`src/rtl/logic_unit_arbiter.sv`:
```
// Two-port arbiter in front of a shared 32-bit XOR/OR/AND unit.
// One transaction in flight; the result is held on a per-port valid/ready response channel.
module logic_unit_arbiter #(
    parameter int unsigned BITS       = 32,
    parameter bit          FIXED_PRIO = 1'b0
) (
    input  logic            clk,
    input  logic            rst,
    input  logic [1:0]      req_valid,
    output logic [1:0]      req_ready,
    input  logic [BITS-1:0] a0,
    input  logic [BITS-1:0] b0,
    input  logic [1:0]      sel0,
    input  logic [BITS-1:0] a1,
    input  logic [BITS-1:0] b1,
    input  logic [1:0]      sel1,
    output logic [1:0]      rsp_valid,
    input  logic [1:0]      rsp_ready,
    output logic [BITS-1:0] rsp_data,
    output logic            busy
);

    typedef enum logic [1:0] {
        ST_IDLE = 2'b00,
        ST_EXEC = 2'b01,
        ST_RESP = 2'b10
    } state_t;

    state_t          state_r;
    state_t          state_nxt_s;
    logic            owner_r;
    logic            last_grant_r;
    logic [BITS-1:0] a_r;
    logic [BITS-1:0] b_r;
    logic [1:0]      sel_r;
    logic [BITS-1:0] result_r;
    logic [1:0]      rsp_valid_r;
    logic            busy_r;

    logic            hs_s;
    logic            window_s;
    logic            winner_s;
    logic            accept_s;
    logic [1:0]      req_ready_s;

    // sel = 11 deliberately aliases AND
    function automatic logic [BITS-1:0] lu_op(
        input logic [BITS-1:0] op_a,
        input logic [BITS-1:0] op_b,
        input logic [1:0]      op_sel
    );
        logic [BITS-1:0] res;
        case (op_sel)
            2'b00:   res = op_a ^ op_b;
            2'b01:   res = op_a | op_b;
            default: res = op_a & op_b;
        endcase
        return res;
    endfunction

    // Winner selection: single requester wins, ties go by priority mode
    always_comb begin
        winner_s = 1'b0;
        case (req_valid)
            2'b01:   winner_s = 1'b0;
            2'b10:   winner_s = 1'b1;
            2'b11:   winner_s = (FIXED_PRIO == 1'b1) ? 1'b0 : ~last_grant_r;
            default: winner_s = 1'b0;
        endcase
    end

    // Grant window is IDLE, or RESP in the cycle the owner takes its result
    always_comb begin
        hs_s        = 1'b0;
        window_s    = 1'b0;
        accept_s    = 1'b0;
        req_ready_s = 2'b00;
        if (state_r == ST_RESP) begin
            hs_s = rsp_ready[owner_r];
        end else begin
            hs_s = 1'b0;
        end
        window_s = (state_r == ST_IDLE) || hs_s;
        accept_s = window_s && (req_valid != 2'b00);
        if (accept_s) begin
            req_ready_s = winner_s ? 2'b10 : 2'b01;
        end else begin
            req_ready_s = 2'b00;
        end
    end

    // Next-state logic
    always_comb begin
        state_nxt_s = state_r;
        case (state_r)
            ST_IDLE: begin
                if (accept_s) begin
                    state_nxt_s = ST_EXEC;
                end else begin
                    state_nxt_s = ST_IDLE;
                end
            end
            ST_EXEC: begin
                state_nxt_s = ST_RESP;
            end
            ST_RESP: begin
                if (hs_s && accept_s) begin
                    state_nxt_s = ST_EXEC;
                end else if (hs_s) begin
                    state_nxt_s = ST_IDLE;
                end else begin
                    state_nxt_s = ST_RESP;
                end
            end
            default: begin
                state_nxt_s = ST_IDLE;
            end
        endcase
    end

    // State, operand capture, result and registered response flags
    always_ff @(posedge clk) begin
        if (rst) begin
            state_r      <= ST_IDLE;
            owner_r      <= 1'b0;
            last_grant_r <= 1'b1;
            a_r          <= '0;
            b_r          <= '0;
            sel_r        <= 2'b00;
            result_r     <= '0;
            rsp_valid_r  <= 2'b00;
            busy_r       <= 1'b0;
        end else begin
            state_r <= state_nxt_s;
            if (accept_s) begin
                owner_r      <= winner_s;
                last_grant_r <= winner_s;
                a_r          <= winner_s ? a1 : a0;
                b_r          <= winner_s ? b1 : b0;
                sel_r        <= winner_s ? sel1 : sel0;
            end
            if (state_r == ST_EXEC) begin
                result_r <= lu_op(a_r, b_r, sel_r);
            end
            // Owner cannot change on the EXEC->RESP edge, so owner_r is already correct
            if (state_nxt_s == ST_RESP) begin
                rsp_valid_r <= owner_r ? 2'b10 : 2'b01;
            end else begin
                rsp_valid_r <= 2'b00;
            end
            busy_r <= (state_nxt_s != ST_IDLE);
        end
    end

    assign req_ready = req_ready_s;
    assign rsp_valid = rsp_valid_r;
    assign rsp_data  = result_r;
    assign busy      = busy_r;

endmodule
```
`config.mk`:
```
export PLATFORM = sky130hd
export DESIGN_NAME = logic_unit_arbiter
export DESIGN_NICKNAME = d
export VERILOG_FILES = /design/src/rtl/logic_unit_arbiter.sv
export SDC_FILE = /design/constraint.sdc
export NUM_CORES = 1
export LEC_CHECK = 0
export ABC_CLOCK_PERIOD_IN_PS = 3000
export CAP_MARGIN = 0
export CORE_MARGIN = 8
export CORE_UTILIZATION = 25
export CTS_CLUSTER_SIZE = 30
export DETAILED_ROUTE_END_ITERATION = 10
export DONT_BUFFER_PORTS = 1
export GPL_ROUTABILITY_DRIVEN = 0
export GPL_TIMING_DRIVEN = 1
export PLACE_DENSITY = 0.45
export SLEW_MARGIN = 15
export SYNTH_ARGS = -nofsm -noshare
export SYNTH_HDL_FRONTEND = slang
export SYNTH_SLANG_ARGS = --single-unit
```
`constraint.sdc`:
```
create_clock -name clk -period 3 [get_ports clk]
set_input_delay 0.3 -clock clk [delete_from_list [all_inputs] [get_ports clk]]
set_output_delay 0.3 -clock clk [all_outputs]
set_load 0.02 [all_outputs]
```
==> metrics.md <==
| Metric | Value |
|---|---|
| Post-CTS Setup Inserts | 0 |
| Buf/Inv on CP | 1 |
| Placed insts | 1232 |
| PD cells | 512 nW/um^2 |
| Die X | 189 um |
| Cell Int Power | 2.74 mW |
| H-tree Lvls | 3 |
| Cell Chain, Critical Path | mux2_4 > o211ai_1 > inv_1 |
| Post-CTS sizing | 0 |
| Pre-antenna DRT Iters | 4 |
| RR Startpoint | state_r[0] |
| # rows | 63 |
| Cell Area, Synth | 7460 um^2 |
| Final Hold Vio Count | 0 |
| Area growth syn-to-layout | 8.00% |
| Fillers | 3196 |
| CP Data Required Time | 2700 ps |
| # diodes | 0 |
| Average wire per standard cell | 18.5 um |
| Status | completed |
| Gr usage total | 0.126 |
| Syn_nets | 1112 |
| FF+latch count, synth | 105 |
| Crit path to | req_ready[1] |
| CP peak stage delay | 490 ps |
| CP max FO | 34 |
| Most frequent cells in the layout | nand2b_1, a21oi_1, dfxtp_1 |
| Routed vias/inst | 5.01 |
| Reg2reg setup slack | 1070 ps |
| Syn Area/Cell | 8.20 um^2 |
| Flop pwr share | 0.450 |
| Hold_buf cts | 2 |
| Setup Skew | 8.79 ps |
| Starting Density | 0.253 |
| Max transition margin | 0.300 |
| Slew Viols, Final | 0 |
| Worst Path Arrival | 1910 ps |
| Number of global-route vias before repair | 6117 |
| Switching Share | 0.335 |
| CTS Root Cell | clkbuf_16 |
| Max Fclk | 452 MHz |
| Largest net degree at the start of global routing | 71 |
| Most common cell after layout, fill and taps aside | nand2b_1 |
| DP Area | 7730 um^2 |
| Synthesis Warnings | 0 |
| Post-route cell area | 8060 um^2 |
| Reg2reg end | rsp_data[14] |
| Total grt overflow | 0 |
| Startpoint types | register |
| Chip height | 189 um |
| Share of post-route cells with drive strength above 1 | 0.0453 |
| MaxCap Viol Count | 0 |
| Psw | 1.38 mW |
| Hold WS | 22.4 ps |
| Top delay family on crit path | multiplexers |
| Hold WC Path Type | in2reg |
| Syn Inst Count | 910 |
| CP Depth | 3 |
| FF-to-FF path depth | 4 |
| Post-DP HPWL | 15600 um |
| Worst vdd ir | 0.250 mV |
| Crit share post-route | 0.737 |
| Final Core Density | 0.273 |
| Fin Setup TNS | 0 ps |
| Worst setup EP type | primary output |
| Number of DRC markers in iteration 0 | 212 |
| Core Box Area | 29500 um^2 |
| Worst-margin pin slew | 1050 ps |
| Initial antenna violation count | 0 |
| Min Tclk post-route | 2210 ps |
| # clock sinks | 105 |
| CTS Buffer Depth | 2 |
| Clock power share | 0.309 |
| Final cell count without fillers | 1250 |
| # IOs | 175 |
| Worst-path clk slew | 70 ps |
| Port bufs | 0 |
| Final Net Count | 1057 |
| Synth cell types | 30 |
| Post-DRT Antenna Nets | 0 |
| Clock buffer count from CTS | 9 |
| Leakage power | 3.07 nW |
| Slowest cell on crit path | mux2_4 |
| DIE AREA | 35600 um^2 |
| RSZ-0062 raised after global routing | no |
| Seq/Total Area, Yosys | 0.282 |
| Final setup vio count | 0 |
| CP Launch Point | owner_r |
| Vias post-DR | 6266 |
| Comb power frac | 0.241 |
| First-pass GRT wire length | 36200 um |
| Crit Path Category | reg2out |
| CTS tree | done |
| Drt drc | 0 |
| Worst skew pair latency | 360 ps |
| Final WL | 23200 um |
==> cell families after synthesis <==
kind of cell    share of synthesized area
compound gates                      0.228
simple gates                        0.206
fa+ha+maj                           0.107
mux                                0.0914
buf+inv                            0.0847
flops                               0.282
==> power by group through the flow <==
stage	Combinational (mW)	Sequential (mW)	Clock (mW)
after floorplan	0.881	1.75	0
after global placement	0.987	1.89	0
after detailed placement	1.01	1.89	0
after CTS	1.02	1.86	1.33
after global routing	1.14	1.89	1.37
final	0.993	1.85	1.27
==> state kept, by name, summed over array words and instances, names as in the netlist <==
signal	flops
a_r	32
rsp_data	32
sel_r	2
rsp_valid	2
busy	1
state_r	2
owner_r	1
b_r	32
last_grant_r	1
==> layer usage <==
metal  GRT usage  routed length [um]
met1       0.165               10900
met2       0.203               10600
met3      0.0351                1370
met4      0.0313                 318
met5           0                   0
==> per-stage QoR <==
step	setup WS, ps	power [mW]
global route	710	4.40
detailed placement	998	2.90
floorplan	1470	2.63
finish	789	4.12
CTS	756	4.21
global placement	1060	2.88
==> worst min path at each step <==
stage	startpoint	endpoint	slack [ps]	cells after the start
finish	rst	rsp_valid[0]	20	1
global route	rst	rsp_valid[0]	1	1
CTS	rst	rsp_valid[0]	8	1
detailed placement	rst	rsp_data[30]	380	1
global placement	rst	rsp_data[22]	380	1
floorplan	owner_r	rsp_valid[0]	480	1
==> cell type report <==
| class | count | area [um^2] | share of cell area |
|---|---|---|---|
| repair buffers | 17 | 133 | 0.0165 |
| flip-flops and latches | 105 | 2110 | 0.262 |
| clock inverters | 2 | 35.0 | 0.00435 |
| multi-input cells | 653 | 4750 | 0.590 |
| clock buffers | 14 | 274 | 0.0340 |
| well taps | 390 | 488 | 0.0606 |
| inverters | 69 | 260 | 0.0323 |
==> synthesized netlist by cell type (all sizes together) <==
cell,count,area (um^2)
buf,23,148
o21ai,30,150
nand2,7,26.3
nand2b,141,882
dfxtp,105,2100
mux2i,67,671
a21oi,126,631
nor2,27,101
nor3,2,10.0
inv,69,259
and3,1,6.26
nor2b,14,87.6
ha,64,801
o311ai,6,52.6
mux2,1,11.3
or3,66,413
o21a,1,7.51
clkbuf,60,225
a211o,26,228
o221ai,1,8.76
a211oi,2,20.0
and2,2,12.5
a2111oi,1,8.76
o211ai,1,7.51
a21boi,1,11.3
o2111ai,66,578
No activity file was read; power rests on OpenSTA's default activity.
